--- config.mk ---
export PLATFORM = sky130hd
export DESIGN_NAME = mem_arbiter
export DESIGN_NICKNAME = d
export VERILOG_FILES = /design/src/rtl/cpu_types_pkg.sv /design/src/rtl/mem_arbiter.sv
export SDC_FILE = /design/constraint.sdc
export NUM_CORES = 1
export LEC_CHECK = 0
export BUFFER_PORTS_ARGS = -buffer_cell sky130_fd_sc_hd__buf_2
export CORE_AREA = 2 2 105 107
export DETAILED_ROUTE_END_ITERATION = 6
export DIE_AREA = 0 0 107 109
export PLACE_DENSITY = 0.64
export SYNTH_ARGS = -nofsm -noshare
export SYNTH_HDL_FRONTEND = slang
export SYNTH_SLANG_ARGS = --single-unit
--- constraint.sdc ---
create_clock -name CLK -period 1.6 [get_ports CLK]
set_input_delay 0.08 -clock CLK [delete_from_list [all_inputs] [get_ports CLK]]
set_output_delay 0.08 -clock CLK [all_outputs]
set_load 0.005 [all_outputs]
--- src/rtl/cpu_types_pkg.sv ---
// Shared CPU-side types: RAM handshake state, data word, and the
// memory arbiter's grant state.
package cpu_types_pkg;

    typedef logic [31:0] word_t;

    typedef enum logic [1:0] {
        FREE   = 2'd0,
        BUSY   = 2'd1,
        ACCESS = 2'd2,
        ERROR  = 2'd3
    } ramstate_t;

    typedef enum logic [1:0] {
        IDLE   = 2'd0,
        IGRANT = 2'd1,
        DGRANT = 2'd2
    } arb_state_t;

endpackage

--- src/rtl/mem_arbiter.sv ---
// Single-port RAM arbiter between instruction fetch and data access.
// Data wins on contention unless a run of data grants has starved a
// waiting instruction fetch, in which case the fetch is forced through.
module mem_arbiter
    import cpu_types_pkg::*;
#(
    parameter int STARVE_LIMIT = 4
) (
    input  logic      CLK,
    input  logic      RST,
    input  logic      iREN,
    input  word_t     iaddr,
    output logic      iwait,
    output word_t     iload,
    input  logic      dREN,
    input  logic      dWEN,
    input  word_t     daddr,
    input  word_t     dstore,
    output logic      dwait,
    output word_t     dload,
    output logic      ramREN,
    output logic      ramWEN,
    output word_t     ramaddr,
    output word_t     ramstore,
    input  word_t     ramload,
    input  ramstate_t ramstate,
    output logic      ram_err
);

    localparam logic [3:0] LIMIT = 4'(STARVE_LIMIT);

    arb_state_t state, next_state;
    logic [3:0] streak, next_streak;
    logic       d_pend;

    assign d_pend = dREN | dWEN;

    // Grant choice; 'starved' flips the D-wins-by-default rule.
    function automatic arb_state_t arbitrate(input logic i_p, input logic d_p,
                                             input logic starved);
        if (i_p && d_p) return starved ? IGRANT : DGRANT;
        if (d_p)        return DGRANT;
        if (i_p)        return IGRANT;
        return IDLE;
    endfunction

    // Grant register, starvation streak and sticky RAM error flag.
    always_ff @(posedge CLK) begin
        if (RST) begin
            state   <= IDLE;
            streak  <= '0;
            ram_err <= 1'b0;
        end else begin
            state  <= next_state;
            streak <= next_streak;
            if (state != IDLE && ramstate == ERROR)
                ram_err <= 1'b1;
        end
    end

    // RAM steering, completion pulses and next grant. A completing
    // requester still holds its request this cycle, so it is left out
    // of the arbitration that picks the following grant.
    always_comb begin
        next_state  = state;
        next_streak = streak;
        iwait       = 1'b1;
        dwait       = 1'b1;
        iload       = '0;
        dload       = '0;
        ramREN      = 1'b0;
        ramWEN      = 1'b0;
        ramaddr     = '0;
        ramstore    = '0;
        unique case (state)
            IDLE: begin
                next_state = arbitrate(iREN, d_pend, streak == LIMIT);
            end
            IGRANT: begin
                if (!iREN) begin
                    next_state = IDLE;
                end else begin
                    ramREN  = 1'b1;
                    ramaddr = iaddr;
                    if (ramstate == ACCESS) begin
                        iwait       = 1'b0;
                        iload       = ramload;
                        next_streak = '0;
                        next_state  = arbitrate(1'b0, d_pend, streak == LIMIT);
                    end
                end
            end
            DGRANT: begin
                if (!d_pend) begin
                    next_state = IDLE;
                end else begin
                    // Write wins if both enables are (illegally) raised.
                    ramWEN   = dWEN;
                    ramREN   = dREN & ~dWEN;
                    ramaddr  = daddr;
                    ramstore = dstore;
                    if (ramstate == ACCESS) begin
                        dwait = 1'b0;
                        dload = ramload;
                        if (!iREN)
                            next_streak = '0;
                        else if (streak != LIMIT)
                            next_streak = streak + 4'd1;
                        next_state = arbitrate(iREN, 1'b0, streak == LIMIT);
                    end
                end
            end
            default: next_state = IDLE;
        endcase
    end

endmodule

# --- After elaboration in Yosys (flattened, before gate mapping) ---
# Index checks and enable logic that the tools add are counted.
classes:
  addsub: 1
  n_eq_ne: 13
  muxes: 57
  bitwise: 3
  reduce_logical: 7
op_table:
  columns: ["operator", "count"]
  rows:
  - ["$mux W32", 9]
  - ["$pmux W32 S2", 1]
  - ["$mux W2", 15]
  - ["$mux W4", 6]
  - ["$mux W1", 23]
  - ["$ne A3 B3 Y1 const B", 3]
  - ["$ne A2 B2 Y1 const B", 4]
  - ["$pmux W4 S2", 1]
  - ["$eq A2 B2 Y1 const B", 3]
  - ["$pmux W2 S3", 1]
  - ["$reduce_and A6 Y1", 1]
  - ["$add A4 B1 Y4 const B", 1]
  - ["$eq A4 B3 Y1 const B", 1]
  - ["$ne A4 B3 Y1 const B", 1]
  - ["$reduce_bool A2 Y1", 2]
  - ["$eq A2 B1 Y1 const B", 1]
  - ["$logic_and A1 B1 Y1", 2]
  - ["$logic_not A2 Y1", 1]
  - ["$pmux W1 S2", 1]
  - ["$reduce_and A2 Y1", 1]
  - ["$and A1 B1 Y1", 1]
  - ["$not A1 Y1", 1]
  - ["$or A1 B1 Y1", 1]
word_totals:
  register_bits: 7
  inputBits: 135
  output_inout_bits: 133
  elab_cells: 84

# --- Depth between registers and ports, before layout ---
depth:
  ltp_word: 13
  mapped_depth: 7

# --- Least setup slack after synthesis ---
# Ideal clock, no wire load.
synth_path:
  path_kind: "register to register"
  startpoint: "register state[0]"
  endpoint: "register streak[1]"
  setup_time_ps: 70
  t_arrival_ps: 1630
  required_ps: 1530
  setup_slack_ps: -100
  stages_incl_launch_ff: 8
  period_less_slack_ps: 1700
  path_cell_list: "dfxtp_1 -> inv_1 -> ha_1 -> o21a_1 -> buf_4 -> a31oi_4 -> or4b_1 -> a21oi_1"
synth_between:
  elab_chain_cells: 3
  word_cells_on_any_way: 10
synth_lines:
  columns: ["item", "line", "text"]
  rows:
  - ["start, declared", "mem_arbiter.sv:32", "arb_state_t state, next_state;"]
  - ["start signal, assigned", "mem_arbiter.sv:54", "state <= next_state;"]
  - ["$eq A2 B2 Y1 / $eq A2 B1 Y1 (equally long branches)", "mem_arbiter.sv:75", "unique case (state)"]
  - ["$ne A3 B3 Y1 (no line), or another cell as far along", null, null]
  - ["$reduce_and A6 Y1 (no line)", null, null]
  - ["end signal, assigned", "mem_arbiter.sv:55", "streak <= next_streak;"]
  - ["end, declared", "mem_arbiter.sv:33", "logic [3:0] streak, next_streak;"]
# Several ways; a longest one is shown, not always the timed one.
# A chain may end at the register's enable or synchronous reset.

# --- Worst setup path in the final report ---
layout_path:
  startpoint: "register state[0]"
  endpoint: "output ramaddr[26]"
layout_between:
  elab_chain_cells: 2
  word_cells_on_any_way: 3
layout_lines:
  columns: ["item", "line", "text"]
  rows:
  - ["$eq A2 B2 Y1 / $eq A2 B1 Y1 (equally long branches)", "mem_arbiter.sv:75", null]
  - ["$pmux W32 S2 (*)", "mem_arbiter.sv:75", null]
  - ["end, declared", "mem_arbiter.sv:23", "output word_t ramaddr,"]
# Every way passes the cells marked *; elsewhere a longest branch is shown, timed or not.

==> summary.txt <==
Run status
  • Status: finished, violations left
  • Violated checks: setup timing

Route
  • DRT Pass-1 Iters: 4
  • Drt via density: 4.31
  • Post-route ant nets: 0
  • Drt first-iter violations: 93
  • WL final: approximately 10000 um
  • DR vias: 2899
  • DRC viols: 0
  • Per-cell routed wire length: 14.9 um

Flow run
  • Max cap viols: 0

STA
  • RSZ-0062 raised after global routing: yes
  • Max Freq: between 500 and 600 MHz
  • Endpoints failing setup: between 80 and 90
  • Final Hold Viols: 0
  • Post-route setup slack: -0.0853 ns
  • Clock Skew: 0.00541 ns
  • Final min period: 1.69 ns
  • Part of the cycle the worst path needs: 105%
  • Worst slew pin tran: between 0.3 and 0.4 ns
  • Max transition margin: 75.6%
  • Slew Viols, Final: 0
  • Worst-case hold slack: 0.148 ns

Yosys
  • Post-Synth Simple-Gate Area: 56.3%
  • Synth Register Bits: 7
  • Syn. warnings: 0
  • Area of the mapped netlist: 1720 sq um
  • Mean post-synth cell area: 6.66 sq um
  • Syn Inst Count: 258
  • Synth Net Count: 399
  • Post-synthesis compound-gate area fraction: between 20% and 30%
  • Adder-Cell Fraction of Synth Area: under 10%
  • Mux cell area share after synthesis: 0%
  • Xor/xnor cell area share of the yosys netlist: 0%
  • Sequential element share of the synthesized area: 8.16%
  • Largest family of logic cells by synthesized area: simple AND/OR/NAND/NOR gates
  • Yosys cell types: 32

Power and ir drop
  • Maximum vdd drop: about 0.34 mV
  • Switching power total: between 500 and 600 uW
  • Sequential Power Share: 13.7%
  • Clk pwr share: 18.7%
  • Cell-internal power: 891 uW
  • Cell Pwr Density: 363 nW/um^2
  • Leakage: 2.17 nW
  • Power share of the combinational group: 67.6%
  • Sw Ratio: 36.3%
  • Tot Pwr: 1.40 mW

Finish
  • Total Nets Final: 675
  • Most frequent cells in the layout: buf_2, and2_1, and3_1
  • Filler Cell Count: between 1000 and 1500
  • Multi-input gate area: 1640 sq um
  • P&R area growth vs syn: 124%
  • ANT cells: 0
  • Commonest non-fill, non-tap cell in the layout: buf_2
  • Post-route cell area: 3850 sq um
  • Share of layout cells above drive strength 1: between 60 and 70%
  • Register area: 149 sq um

Critical path
  • Reg2Reg Depth: 6
  • Worst Path Required: 1.52 ns
  • CP Launch Point: state[0]
  • Largest delay share family, worst path: buffers and inverters
  • CP max FO: 9
  • Crit-path cells: inv_4 > ha_4 > o21a_4 > buf_8 > buf_12 > a22oi_2 > nor2b_1 > buf_2
  • CP Capture Type: primary output
  • CP max stage cell: dfxtp_4
  • R2r startpoint: state[0]
  • Max incr delay on CP: 0.36 ns
  • Setup crit start kind: register
  • Buf/Inv on CP: 4
  • Crit Path Class: register to primary output
  • FF-to-FF End: streak[0]
  • Arr. time, crit path: 1.61 ns
  • R2R Setup Slk: -0.06 ns

Clock tree
  • CTS max path bufs: 2
  • Clock sinks: 7
  • Hold-fix buffers at CTS: 0
  • CTS root buf: clkbuf_8
  • H-tree depth: 1
  • Clock Latency Late Sink: 0.23 ns
  • CTS buffer count: 3
  • CTS tree: done
  • Clk slew on worst S/H paths: 0.05 ns

Floorplanning
  • Rows: 38
  • Core ar.: 10600 sq um
  • Initial Util: between 15 and 20%
  • Ports: 268
  • Die Width: 107 um
  • Total die area: approximately 12000 sq um
  • Die height: 109 um

GRT
  • Largest net degree at the start of global routing: between 50 and 60
  • Global-route wire length before repair: about 14000 um
  • Vias in the first global route: 2698
  • Overflow after GRT: 0
  • Global-route total usage across every layer: between 10% and 20%
  • Initial antenna violation count: 0

Worst hold path
  • Hold Crit Depth: 2
  • Hold crit path type: input port to register
  • Hold EP: state[1]
  • Hold path startpoint: RST

Placed design
  • Post-DP Area: 3310 sq um
  • RD Place Congestion: 0.864
  • DP Worst Slack: -0.0367 ns
  • I/O Buffers: 267
  • DP HPWL: between 7000 and 8000 um
[stage by stage]
step,cells,TNS (ns),utilization (%)
global placement,654,0,31.2
global route,673,-9.24,36.3
CTS,669,-2.71,35.0
finish,673,-3.03,36.3
floorplan,258,0,-
detailed placement,654,-0.0477,31.2
[how the worst max path moves through the flow]
stage	cells after the start	slack [ns]	endpoint
floorplan	7	0.006	streak[1]
global placement	6	0.002	streak[1]
detailed placement	6	-0.04	streak[1]
CTS	7	-0.07	ramaddr[5]
global route	7	-0.15	ramaddr[15]
finish	8	-0.09	ramaddr[26]
[cell usage after synthesis]
cell | instances | share of area (%)
and2_1 | 62 | 23
nor2b_1 | 33 | 12
a22oi_1 | 32 | 14
and3_1 | 32 | 12
clkbuf_1 | 23 | 5.0
inv_1 | 9 | 2.0
a21oi_1 | 7 | 2.0
dfxtp_1 | 7 | 8.2
ha_1 | 6 | 4.4
o21ai_0 | 6 | 1.7
nor2_1 | 5 | 1.1
and2_2 | 4 | 1.7
nand3b_1 | 4 | 1.7
a31oi_1 | 3 | 1.1
nand2_1 | 3 | 0.66
nand3_1 | 3 | 0.87
a21boi_0 | 2 | 0.87
buf_4 | 2 | 0.87
or4_1 | 2 | 0.87
a31oi_4 | 1 | 1.2
and4b_1 | 1 | 0.58
buf_2 | 1 | 0.29
buf_6 | 1 | 0.66
nand2b_1 | 1 | 0.36
nand4_1 | 1 | 0.36
nand4b_1 | 1 | 0.51
nor3_1 | 1 | 0.29
o211ai_1 | 1 | 0.44
o21a_1 | 1 | 0.44
o41ai_1 | 1 | 0.51
or2_2 | 1 | 0.36
or4b_1 | 1 | 0.58
[sequential cells by signal (all words and copies together), names as in the netlist]
register,flops
streak,4
ram_err,1
state,2
[per-layer routing]
layer	track usage (%)	part of all wire [%]	vias up
li1	-	-	1442
met3	2.57	5.2	4
met5	0	0	-
met2	26.8	51	110
met1	20.2	43	1343
met4	0.928	0.25	0
[cells by family after synthesis]
logic type               after synthesis
AO/OA/AOI/OAI                         54
adder cells (fa/ha/maj)                6
buffers and inverters                 36
flip-flops                             7
AND/OR/NAND/NOR                      155
[power groups by stage]
stage                     sequential, mW  clock [mW]  combinational, mW
final                              0.191       0.262              0.946
after global routing               0.192       0.277               1.03
after CTS                          0.190       0.263              0.889
after detailed placement           0.195           0              0.724
after global placement             0.194           0              0.727
after floorplan                    0.193           0              0.333
[cell type report]
class	count	share of cell area [%]
tap	140	4.55
clock buffer	4	1.17
inverter	9	1.01
timing repair buffer	298	46.9
sequential	7	3.87
multi-input combinational	215	42.5
[what timing repair did]
action / 4_1_cts / 5_1_grt
cloned: 5 / 2
setup endpoints to repair: 106 / 110
buffers inserted: 6 / 2
resized for setup: 44 / 17
pin swaps: 7 / 4
Power figures use the tool's default switching activity.
